===== config.mk =====
export PLATFORM = sky130hd
export DESIGN_NAME = pong_game_ctrl
export DESIGN_NICKNAME = d
export VERILOG_FILES = /design/src/rtl/pong_game_ctrl.sv
export SDC_FILE = /design/constraint.sdc
export NUM_CORES = 1
export LEC_CHECK = 0
export BUFFER_PORTS_ARGS = -buffer_cell sky130_fd_sc_hd__buf_2
export CAP_MARGIN = 20
export CORE_MARGIN = 5
export CORE_UTILIZATION = 57
export DETAILED_ROUTE_END_ITERATION = 16
export HOLD_SLACK_MARGIN = 0.1
export PLACE_DENSITY = 0.8
export SLEW_MARGIN = 10
export SYNTH_ARGS = -nofsm -noshare
export SYNTH_HDL_FRONTEND = slang
export SYNTH_SLANG_ARGS = --single-unit

===== constraint.sdc =====
create_clock -name i_Clk -period 6.1 [get_ports i_Clk]
set_input_delay 1.83 -clock i_Clk [delete_from_list [all_inputs] [get_ports i_Clk]]
set_output_delay 1.83 -clock i_Clk [all_outputs]
set_load 0.02 [all_outputs]

===== src/rtl/pong_game_ctrl.sv =====
// ---------------------------------------------------------------------------
// pong_game_ctrl
//   Game-sequencing controller for the Pong datapath. Decodes UART command
//   bytes ('S' start, 'P' pause toggle, 'R' abort), counts frames from the
//   VGA vertical sync, keeps both players' scores and sequences
//   IDLE -> SERVE -> PLAY -> POINT/GAME_OVER, with PAUSED reachable from
//   SERVE, PLAY and POINT.
//
// Ports
//   i_Clk          system (pixel) clock
//   i_Rst_L        synchronous active-low reset
//   i_VSync        VGA vertical sync, high during active rows
//   i_RX_DV        one-cycle strobe, i_RX_Byte valid
//   i_RX_Byte      received UART byte
//   i_P1_Miss      one-cycle pulse, ball passed P1's (left) edge
//   i_P2_Miss      one-cycle pulse, ball passed P2's (right) edge
//   o_Game_Active  ball motion enable, high only in PLAY
//   o_Serve_Dir    0 = serve toward P1, 1 = serve toward P2
//   o_P1_Score     P1 score
//   o_P2_Score     P2 score
//   o_State        current state encoding
//   o_Winner       00 none, 01 P1, 10 P2
// ---------------------------------------------------------------------------
module pong_game_ctrl #(
    parameter int c_SCORE_LIMIT  = 9,
    parameter int c_SERVE_FRAMES = 60,
    parameter int c_POINT_FRAMES = 30
) (
    input  logic       i_Clk,
    input  logic       i_Rst_L,
    input  logic       i_VSync,
    input  logic       i_RX_DV,
    input  logic [7:0] i_RX_Byte,
    input  logic       i_P1_Miss,
    input  logic       i_P2_Miss,
    output logic       o_Game_Active,
    output logic       o_Serve_Dir,
    output logic [3:0] o_P1_Score,
    output logic [3:0] o_P2_Score,
    output logic [2:0] o_State,
    output logic [1:0] o_Winner
);

    typedef enum logic [2:0] {
        s_IDLE      = 3'd0,
        s_SERVE     = 3'd1,
        s_PLAY      = 3'd2,
        s_POINT     = 3'd3,
        s_PAUSED    = 3'd4,
        s_GAME_OVER = 3'd5
    } t_state;

    localparam int c_MAX_FRAMES = (c_SERVE_FRAMES > c_POINT_FRAMES) ?
                                  c_SERVE_FRAMES : c_POINT_FRAMES;
    localparam int c_CNT_W      = $clog2(c_MAX_FRAMES + 1);

    localparam logic [c_CNT_W-1:0] c_SERVE_END = c_CNT_W'(c_SERVE_FRAMES);
    localparam logic [c_CNT_W-1:0] c_POINT_END = c_CNT_W'(c_POINT_FRAMES);
    localparam logic [3:0]         c_LIMIT     = 4'(c_SCORE_LIMIT);

    t_state               r_state, r_saved;
    logic [c_CNT_W-1:0]   r_cnt;
    logic [3:0]           r_p1, r_p2;
    logic                 r_dir, r_active, r_vsync_d;
    logic [1:0]           r_winner;

    t_state               w_state_nx, w_saved_nx;
    logic [c_CNT_W-1:0]   w_cnt_nx, w_cnt_inc;
    logic [3:0]           w_p1_nx, w_p2_nx, w_p1_inc, w_p2_inc;
    logic                 w_dir_nx, w_active_nx;
    logic [1:0]           w_winner_nx;
    logic                 w_tick, w_cmd_s, w_cmd_p, w_cmd_r;

    // End of active video: VSync was high last cycle and is low now.
    assign w_tick    = r_vsync_d & ~i_VSync;
    assign w_cmd_s   = i_RX_DV && (i_RX_Byte == 8'h53);
    assign w_cmd_p   = i_RX_DV && (i_RX_Byte == 8'h50);
    assign w_cmd_r   = i_RX_DV && (i_RX_Byte == 8'h52);
    assign w_cnt_inc = r_cnt + c_CNT_W'(1);
    // Scores saturate so a bad limit can never wrap them back to zero.
    assign w_p1_inc  = (r_p1 == 4'hF) ? 4'hF : r_p1 + 4'd1;
    assign w_p2_inc  = (r_p2 == 4'hF) ? 4'hF : r_p2 + 4'd1;

    // State register: holds the FSM state and all datapath registers.
    always_ff @(posedge i_Clk) begin
        // NOTE: sequential state uses non-blocking (<=) so every register
        // samples the pre-edge values regardless of statement order.
        if (!i_Rst_L) begin
            r_state   <= s_IDLE;
            r_saved   <= s_IDLE;
            r_cnt     <= '0;
            r_p1      <= '0;
            r_p2      <= '0;
            r_dir     <= 1'b0;
            r_winner  <= 2'b00;
            r_active  <= 1'b0;
            r_vsync_d <= 1'b0;
        end else begin
            r_state   <= w_state_nx;
            r_saved   <= w_saved_nx;
            r_cnt     <= w_cnt_nx;
            r_p1      <= w_p1_nx;
            r_p2      <= w_p2_nx;
            r_dir     <= w_dir_nx;
            r_winner  <= w_winner_nx;
            r_active  <= w_active_nx;
            r_vsync_d <= i_VSync;
        end
    end

    // Next-state logic, including the score / counter / direction updates
    // that belong to each transition.
    always_comb begin
        // NOTE: every signal gets a hold-value default first, so no path
        // through the case leaves one unassigned and infers a latch.
        w_state_nx  = r_state;
        w_saved_nx  = r_saved;
        w_cnt_nx    = r_cnt;
        w_p1_nx     = r_p1;
        w_p2_nx     = r_p2;
        w_dir_nx    = r_dir;
        w_winner_nx = r_winner;

        if (w_cmd_r) begin
            w_state_nx  = s_IDLE;
            w_cnt_nx    = '0;
            w_p1_nx     = '0;
            w_p2_nx     = '0;
            w_winner_nx = 2'b00;
        end else begin
            case (r_state)
                s_IDLE, s_GAME_OVER: begin
                    if (w_cmd_s) begin
                        w_state_nx  = s_SERVE;
                        w_cnt_nx    = '0;
                        w_p1_nx     = '0;
                        w_p2_nx     = '0;
                        w_dir_nx    = 1'b0;
                        w_winner_nx = 2'b00;
                    end
                end
                s_SERVE, s_POINT: begin
                    if (w_cmd_p) begin
                        w_saved_nx = r_state;
                        w_state_nx = s_PAUSED;
                    end else if (w_tick) begin
                        if (w_cnt_inc == ((r_state == s_SERVE) ? c_SERVE_END : c_POINT_END)) begin
                            w_cnt_nx   = '0;
                            w_state_nx = (r_state == s_SERVE) ? s_PLAY : s_SERVE;
                        end else begin
                            w_cnt_nx = w_cnt_inc;
                        end
                    end
                end
                s_PLAY: begin
                    // A miss outranks a simultaneous pause request.
                    if (i_P1_Miss && i_P2_Miss) begin
                        w_state_nx = s_SERVE;
                        w_cnt_nx   = '0;
                    end else if (i_P1_Miss) begin
                        w_p2_nx  = w_p2_inc;
                        w_dir_nx = 1'b0;
                        w_cnt_nx = '0;
                        if (w_p2_inc == c_LIMIT) begin
                            w_winner_nx = 2'b10;
                            w_state_nx  = s_GAME_OVER;
                        end else begin
                            w_state_nx  = s_POINT;
                        end
                    end else if (i_P2_Miss) begin
                        w_p1_nx  = w_p1_inc;
                        w_dir_nx = 1'b1;
                        w_cnt_nx = '0;
                        if (w_p1_inc == c_LIMIT) begin
                            w_winner_nx = 2'b01;
                            w_state_nx  = s_GAME_OVER;
                        end else begin
                            w_state_nx  = s_POINT;
                        end
                    end else if (w_cmd_p) begin
                        w_saved_nx = s_PLAY;
                        w_state_nx = s_PAUSED;
                    end
                end
                s_PAUSED: begin
                    if (w_cmd_p) begin
                        w_state_nx = r_saved;
                    end
                end
                default: w_state_nx = s_IDLE;
            endcase
        end
    end

    // Output logic: decoded from the next state so the registered enable
    // lines up with o_State on the cycle after the transition edge.
    always_comb begin
        w_active_nx = (w_state_nx == s_PLAY);
    end

    assign o_Game_Active = r_active;
    assign o_Serve_Dir   = r_dir;
    assign o_P1_Score    = r_p1;
    assign o_P2_Score    = r_p2;
    assign o_State       = r_state;
    assign o_Winner      = r_winner;

endmodule

==> metrics.txt <==
Core ar. 3100 um2; Post-Syn Instances 234; Post-Synth XOR/XNOR Area 1.40%; Compound-Gate Fraction of Synth Area 26.5%; Detail Placement HPWL 3400 um; synthesized area per cell 7.99 um2; total routed wirelength 4610 um; vias per cell 6.41; main flop type after synthesis dfxtp_1; Detailed Route Iter0 Violations 211; skew final 0.00139 ns; largest family of logic cells by synthesized area simple AND/OR/NAND/NOR gates; FF+latch area 500 um2; Switching Fraction 24.7%; CP max FO 11; DR DRC count 0; clock share of power 28.8%; Largest delay share family, worst path simple AND/OR/NAND/NOR gates; Leak Pwr 0.780 nW; Layout fillers 282; placed insts 297; Synth Area in Adders 3.34%; DRT Pass-1 Iters 4; Vias 1,929; Ys Warns 0; pwr dens 127 nW/um2; Post-synth EDFFs 0; CP Cell Sequence buf_2, and4b_1, nand3_4, o311a_1, or4_4, a211oi_2; most common cell after layout, fill and taps aside buf_2; Simple-Gate Fraction of Synth Area 33.2%; Logic pwr share 8.8%; Cell Area, Synth 1870 um2; top post-synthesis cells by area dfxtp_1 (27%), a21oi_1 (4.3%), inv_1 (3.6%); Worst-Margin Slew 0.637 ns; Max-cap violations 0; Post-CTS Repair Setup Buffers 0; final std cells w/o fill 301; Hold Path Class reg -> reg; port bufs 28; Fin. Hold Viols 0; die width 67.3 um; post-synthesis sequential area ratio 26.8%; period utilization 55.6%; pin count of the biggest net entering global routing 22; worst path bufs/invs 1; Slew Viols, Final 0; die area 4530 um2; Final min period 3.39 ns; placer congestion estimate 0.875; Async SR Flop Fraction 0%; io pins 29; status completed; CTS buffer count 3; Slowest-stage cell, CP and4b_1; most frequent cells in the layout buf_2 (28), dfxtp_1 (25), inv_1 (18), a21oi_1 (16), nand2_1 (14); #FFs+latches synth 25; Setup TNS Final 0 ns; Reg clk slew, reported paths 0.13 ns; Final ANT Viol Nets 0; Initial Utilization 60.3%; relative slew slack 57.5%; Worst setup SP type primary input; post-synth top area cell dfxtp_1; max frequency 0.295 GHz; multi-input logic area 1260 um2; Setup violations, final 0; DIE HEIGHT 67.3 um; post-synthesis mux area share 2.68%; RSZ-0062 raised after global routing no; Area Overhead vs Synth 10.2%; P_int 198 uW; critical path class in -> reg; GRT Overall Usage 22.2%; CTS tree yes; Crit. End Element register; clock sink total 25; post_cts resized 0; critical path arrival 3.64 ns; # diodes 0; Clock Tree Root clkbuf_4; share of layout cells above drive strength 1 19.1%; vias in the first global route 1,750; clock buffer depth 2; Seq pwr share 62.4%; Critical Path RT 6.35 ns; H-tree depth 1; Nets 277; count of cell types in the netlist 64; per-cell routed wire length 15.3 um; post-synth top area share 26.8%; Hold-fix buffers, CTS 0; maximum vdd drop 0.119 mV; Clk Latency, worst-skew pair 0.32 ns; antenna violations before repair 0; first-pass GRT wire length 7940 um; synthesized net count 253; GRT overflow 0; num rows 20; Net Sw Power 64.9 uW; Worst path max stage delay 0.51 ns
[metal layers]
layer  GRT usage, %  part of all wire (%)
met4           5.57                   1.0
met5              0                     0
met3           3.16                   8.0
met1           30.0                    46
met2           37.2                    45
[cell families after synthesis]
logic type / count (synthesis)
compound gates: 68
xor+xnor: 3
fa+ha+maj: 5
buf+inv: 29
flops: 25
mux: 5
simple gates: 99
[tightest hold or removal path: stages, from the launching register on]
cell and delay (ns):
dfxtp_1 0.33, nand2_1 0.05, nor2_1 0.03
[through the flow]
stage / hold slack (ns) / setup WS, ns / util, % / total power, mW / cell area, um2
floorplan: 0.410 / 2.82 / - / 0.181 / 1870
global placement: 0.427 / 2.47 / 65.6 / 0.190 / 2030
detailed placement: 0.430 / 2.40 / 65.6 / 0.190 / 2030
CTS: 0.449 / 2.73 / 66.4 / 0.265 / 2060
global route: 0.486 / 2.65 / 66.4 / 0.276 / 2060
finish: 0.447 / 2.71 / 66.4 / 0.263 / 2060
[sequential cells by signal (all words and copies together) (netlist names)]
| name | cells |
|---|---|
| o_P1_Score | 4 |
| o_Winner | 2 |
| o_Serve_Dir | 1 |
| o_Game_Active | 1 |
| r_saved | 3 |
| o_State | 3 |
| r_vsync_d | 1 |
| o_P2_Score | 4 |
| r_cnt | 6 |
[cells in the mapped netlist, types with 2 or more instances]
cell type / n
o21a_1: 2
nand3_1: 13
and3b_1: 4
o311a_1: 3
nor2b_1: 2
nor3_1: 11
nand2b_1: 5
o21ai_0: 6
nand3b_1: 3
a21o_1: 2
nand2_1: 14
buf_2: 4
nor4_1: 2
and3_1: 2
a211oi_1: 2
a41oi_1: 3
or4_1: 2
o21ai_1: 2
nor2_1: 13
or2_2: 2
clkbuf_1: 6
nand4b_1: 2
ha_1: 5
o22ai_1: 3
nand4_1: 7
a211oi_2: 2
a21oi_1: 16
xnor2_1: 2
inv_1: 18
o31ai_1: 2
a31oi_1: 3
dfxtp_1: 25
o211ai_1: 4
and4b_1: 3
o311ai_1: 2
o221ai_1: 4
nor3b_1: 2
mux2i_1: 5
[final cells by class]
type / count / area share (%)
Inverter: 18 / 3.28
Sequential cell: 25 / 24.3
Multi-Input combinational cell: 180 / 61.0
Clock buffer: 4 / 1.28
Timing Repair Buffer: 30 / 7.53
Tap cell: 44 / 2.67
[path summary, 6_finish.rpt]
path | slack, ns | endpoint | cells after the start | startpoint
hold reg to reg | 0.45 | r_saved[2] | 2 | r_saved[2]
setup reg to reg | 3.86 | o_Game_Active | 7 | o_P1_Score[0]
setup / recovery | 2.71 | o_Game_Active | 6 | i_RX_Byte[7]
hold / removal | 0.45 | r_saved[2] | 2 | r_saved[2]
[power by group through the flow]
stage          clock network, mW  logic (mW)  registers (mW)
2_1_floorplan                  0      0.0133           0.167
3_3_place_gp                   0      0.0226           0.167
3_5_place_dp                   0      0.0227           0.167
4_1_cts                   0.0784      0.0229           0.164
5_1_grt                   0.0868      0.0252           0.164
6_report                  0.0756      0.0231           0.164
Note: power is estimated with default switching activity, not from simulation.
